`config.mk`:
```
export PLATFORM = sky130hd
export DESIGN_NAME = pipelined_cla_adder
export DESIGN_NICKNAME = d
export VERILOG_FILES = /design/src/rtl/pipelined_cla_adder.sv
export SDC_FILE = /design/constraint.sdc
export NUM_CORES = 1
export LEC_CHECK = 0
export ABC_AREA = 0
export CAP_MARGIN = 10
export CORE_MARGIN = 2
export CORE_UTILIZATION = 42
export DETAILED_ROUTE_END_ITERATION = 12
export GPL_ROUTABILITY_DRIVEN = 0
export PLACE_DENSITY = 0.74
export SYNTH_ARGS = -nofsm -noshare
export SYNTH_HDL_FRONTEND = slang
export SYNTH_SLANG_ARGS = --single-unit
```
`constraint.sdc`:
```
create_clock -name clk -period 7.06 [get_ports clk]
set_clock_uncertainty 0.15 [all_clocks]
set_input_delay 1.765 -clock clk [delete_from_list [all_inputs] [get_ports clk]]
set_output_delay 1.765 -clock clk [all_outputs]
set_load 0.03 [all_outputs]
```
`src/rtl/pipelined_cla_adder.sv`:
```
// Pipelined carry-look-ahead adder/subtractor: GROUP-bit CLA per stage, NG=WIDTH/GROUP stages.
// Ports: clk, rst; in_valid/in_ready, a, b, cin, sub; out_valid/out_ready, sum, cout, ovf.
module pipelined_cla_adder #(
  parameter int WIDTH = 16,
  parameter int GROUP = 4
) (
  input  logic             clk,
  input  logic             rst,
  input  logic             in_valid,
  output logic             in_ready,
  input  logic [WIDTH-1:0] a,
  input  logic [WIDTH-1:0] b,
  input  logic             cin,
  input  logic             sub,
  output logic             out_valid,
  input  logic             out_ready,
  output logic [WIDTH-1:0] sum,
  output logic             cout,
  output logic             ovf
);

  localparam int NG = WIDTH / GROUP;

  generate
    if (WIDTH % GROUP != 0) begin : g_bad_param
      $error("pipelined_cla_adder: WIDTH must be a multiple of GROUP");
    end
  endgenerate

  // Returns {carry out, carry into MSB, group sum}.
  // Each carry is the flattened look-ahead sum of products.
  function automatic logic [GROUP+1:0] cla_group(
    input logic [GROUP-1:0] x,
    input logic [GROUP-1:0] y,
    input logic             ci
  );
    logic [GROUP-1:0] g;
    logic [GROUP-1:0] p;
    logic [GROUP:0]   c;
    logic             t;
    g    = x & y;
    p    = x ^ y;
    c    = '0;
    c[0] = ci;
    for (int i = 0; i < GROUP; i++) begin
      c[i+1] = g[i];
      t      = p[i];
      for (int j = i - 1; j >= 0; j--) begin
        c[i+1] = c[i+1] | (t & g[j]);
        t      = t & p[j];
      end
      c[i+1] = c[i+1] | (t & ci);
    end
    return {c[GROUP], c[GROUP-1], p ^ c[GROUP-1:0]};
  endfunction

  logic             en;
  logic [NG-1:0]    v_q;
  logic [NG-1:0]    c_q;
  logic [NG-1:0]    c_n;
  logic             ovf_q;
  logic             ovf_n;
  logic [WIDTH-1:0] a_q [NG];
  logic [WIDTH-1:0] b_q [NG];
  logic [WIDTH-1:0] s_q [NG];
  logic [WIDTH-1:0] a_n [NG];
  logic [WIDTH-1:0] b_n [NG];
  logic [WIDTH-1:0] s_n [NG];
  logic [WIDTH-1:0] xa  [NG];
  logic [WIDTH-1:0] xb  [NG];
  logic [WIDTH-1:0] xs  [NG];
  logic [NG-1:0]    xc;

  assign en        = !out_valid || out_ready;
  assign in_ready  = en;
  assign out_valid = v_q[NG-1];
  assign sum       = s_q[NG-1];
  assign cout      = c_q[NG-1];
  assign ovf       = ovf_q;

  // Stage inputs: stage 0 takes the (possibly inverted) port
  // operands, later stages take the previous stage registers.
  always_comb begin
    xa[0] = a;
    xb[0] = sub ? ~b : b;
    xc[0] = sub | cin;
    xs[0] = '0;
    for (int k = 1; k < NG; k++) begin
      xa[k] = a_q[k-1];
      xb[k] = b_q[k-1];
      xc[k] = c_q[k-1];
      xs[k] = s_q[k-1];
    end
  end

  always_comb begin : stage_logic
    logic [GROUP+1:0] r;
    r     = '0;
    ovf_n = 1'b0;
    for (int k = 0; k < NG; k++) begin
      r = cla_group(xa[k][k*GROUP +: GROUP],
                    xb[k][k*GROUP +: GROUP], xc[k]);
      a_n[k] = xa[k];
      b_n[k] = xb[k];
      c_n[k] = r[GROUP+1];
      s_n[k] = xs[k];
      s_n[k][k*GROUP +: GROUP] = r[GROUP-1:0];
      if (k == NG - 1) begin
        ovf_n = r[GROUP+1] ^ r[GROUP];
      end
    end
  end

  always_ff @(posedge clk or posedge rst) begin
    if (rst) begin
      v_q   <= '0;
      c_q   <= '0;
      ovf_q <= 1'b0;
      a_q   <= '{default: '0};
      b_q   <= '{default: '0};
      s_q   <= '{default: '0};
    end else if (en) begin
      v_q[0] <= in_valid;
      for (int k = 1; k < NG; k++) begin
        v_q[k] <= v_q[k-1];
      end
      c_q   <= c_n;
      ovf_q <= ovf_n;
      a_q   <= a_n;
      b_q   <= b_n;
      s_q   <= s_n;
    end
  end

endmodule

```
==> results.md <==
- Synth Area in XOR/XNOR: 5.01%
- DR vias/cell: 4.72
- Leak: 0.00253 uW
- Post-Synth Simple-Gate Area: 20.1%
- # IOs: 58
- Sink Count: 97
- Min-Delay Path Class: reg -> reg
- Area growth syn-to-layout: 19.1%
- Final slew viol count: 0
- PortBufs: 57
- First-pass GRT wire length: 13,400 um
- Core Footprint: 10,200 um^2
- Cell Pwr Density: 428 nW/um^2
- Remaining Overflow, GRT: 0
- Cts hold-fix bufs: 0
- Worst EP arrival: 3060 ps
- Layout cells sized above 1: 5.04%
- Cell count after synthesis: 463
- Multiplexer area fraction after synthesis: 0.229%
- Crit. End Element: primary output
- Max clock buf depth: 2
- TritonRoute pass-1 iters: 4
- Period utilization: 70.4%
- Worst-path clk slew: 90 ps
- Worst Max-Slew Pin Slew: 1050 ps
- H-tree depth: 3
- Uppermost routed layer: met4
- Initial antenna violation count: 0
- FFs w/ async S/R, synth: 100%
- Maximum number of pins on one net before global-route repair: 104
- Placed insts: 636
- Chip height: 106 um
- Routed wl met2: 3460 um
- Synth Register Bits: 97
- Critical path type: in -> out
- Vias: 3,077
- DP HPWL: 5020 um
- CTS Root Cell: clkbuf_8
- Top_reg_cell synth: dfrtp_1
- Largest family of logic cells by synthesized area: simple AND/OR/NAND/NOR gates
- Final Cell Area: 5210 um^2
- Max cap viols: 0
- Wire per inst: 11.6 um
- Compound-Gate Fraction of Synth Area: 7.84%
- Post-synth EDFFs: 0
- Total Routing Usage GR: 14.8%
- Nets: 571
- Final min period: 4970 ps
- Total die area: 11,200 um^2
- Max stage delay on crit path: 670 ps
- Worst VDD drop: 0.148 mV
- Die width: 106 um
- Final hold vios: 0
- Post-Syn Area: 4370 um^2
- Metal-1 WL: 3720 um
- # resized after CTS: 0
- Register area share after synthesis: 55.5%
- # fillers: 949
- CTS tree: done
- Crit path top cell by count: clkdlybuf4s50_1
- Crit path cell chain: clkdlybuf4s50_1 -> nor2b_4 -> inv_4 -> clkdlybuf4s50_1
- CTS Buf Count: 9
- Post-Synth Adder-Cell Area: 6.98%
- Antenna Cells: 0
- Synth Area per Inst: 9.45 um^2
- Post-synth cell types: 27
- Worst path required time: 5140 ps
- Outcome: finished clean
- CP max-delay cell: clkdlybuf4s50_1
- Startpoint types: input pin
- Worst skew pair latency: 350 ps
- Final setup fails: 0
- DRT Wirelength: 7560 um
- Vias in the first global route: 2,994
- Critical path fanouts, max: 2
- Total setup buffers inserted after CTS: 0
- Max-slew headroom: 29.6%
- Placed instance area: 4980 um^2
- FMAX: 201 MHz
- Finished Layout Cells: 652
- RSZ-0062 raised after global routing: false
- Antenna viol nets, final: 0
- Crit path buf inv count: 3
- Core Rows: 37
- Starting density of the core: 42.8%
- Syn nets: 523
- CP delay by family, top: buffers and inverters
- Ys Warns: 0
- # DRC: 0
- Met3 wire len: 255 um
- Post-route setup TNS: 0 ps
- Initial drt markers: 200
layout make-up:
cell class / instances / area (um^2) / area share, %
Clock inverter: 6 / 90.1 / 1.73
Sequential cell: 97 / 2430 / 46.6
Timing Repair Buffer: 60 / 593 / 11.4
Clock buffer: 10 / 138 / 2.64
Tap cell: 136 / 170 / 3.27
Inverter: 7 / 31.3 / 0.600
Multi-Input combinational cell: 336 / 1760 / 33.8
cell families after synthesis:
kind of cell / Yosys count
flip-flops: 97
AND/OR/NAND/NOR: 229
multiplexers: 1
adder cells (fa/ha/maj): 22
buffers and inverters: 30
XOR/XNOR: 25
AO/OA/AOI/OAI: 59
path summary, 6_finish.rpt:
kind / start / endpoint / slack, ps / cells past startpoint
max reg2reg: v_q[3] / s_n[10] / 5200 / 5
min reg2reg: sum[9] / sum[9] / 320 / 2
min in group asynchronous: rst / sum[14] / 1540 / 2
max in group asynchronous: rst / sum[3] / 4000 / 3
max: out_ready / in_ready / 2090 / 4
min: sum[9] / sum[9] / 320 / 2
synthesized netlist by cell type, drive strengths merged (3+ instances only):
library cell / number / share of area, %
fa: 4 / 1.8
a211oi: 7 / 1.3
nor2: 11 / 0.94
inv: 7 / 0.66
o21bai: 3 / 0.60
dfrtp: 97 / 55
nand2: 215 / 18
a21oi: 15 / 1.7
buf: 22 / 3.6
o21ai: 30 / 3.5
a21o: 3 / 0.51
xnor2: 18 / 3.6
xor2: 7 / 1.4
ha: 18 / 5.1
metrics by stage:
| stage | power, uW | util [%] | hold slack, ps | setup slack [ps] |
|---|---|---|---|---|
| global placement | 1820 | 48.7 | 292 | 2080 |
| finish | 2230 | 50.9 | 320 | 2090 |
| detailed placement | 1860 | 48.7 | 305 | 2080 |
| global route | 2420 | 50.9 | 342 | 2040 |
| CTS | 2260 | 50.9 | 326 | 2070 |
| floorplan | 1610 | - | 280 | 2610 |
worst min-delay path, cell delays in order, from the launching register on:
cell and delay [ps]:
dfrtp_1 350, nand2_1 50, nand2_1 50
placed cells by master, fill, tap and decap left out, drive strengths merged:
cell type	netlist	final
nand2	215	215
dfrtp	97	97
clkdlybuf4s50	0	57
o21ai	30	30
xnor2	18	18
ha	18	18
a21oi	15	15
nor2	11	11
clkbuf	1	10
inv	7	8
xor2	7	7
a211oi	7	7
fa	4	4
a21o	3	3
buf	22	3
o21bai	3	3
bufinv	0	2
clkinv	0	2
nor2b	1	1
nor3	1	1
o211ai	1	1
mux2i	1	1
nand2b	1	1
clkinvlp	0	1
routing by layer:
layer,vias to the layer above,track usage [%]
met5,-,0
met4,0,5.64
met3,10,3.19
met2,48,24.8
met1,1453,18.9
li1,1566,-
sequential cells by signal, indices dropped and copies added, names as in the netlist:
signal and count:
a_n 24, v_q 4, ovf 1, s_n 24
c_q 4, sum 16, b_n 24
report_power, final:
group          internal, uW  switching (uW)  total (uW)
clock network           210             190         400
registers               804             137         941
logic                   379             510         889
total                  1390             837        2230
(Power assumes the default switching activity.)
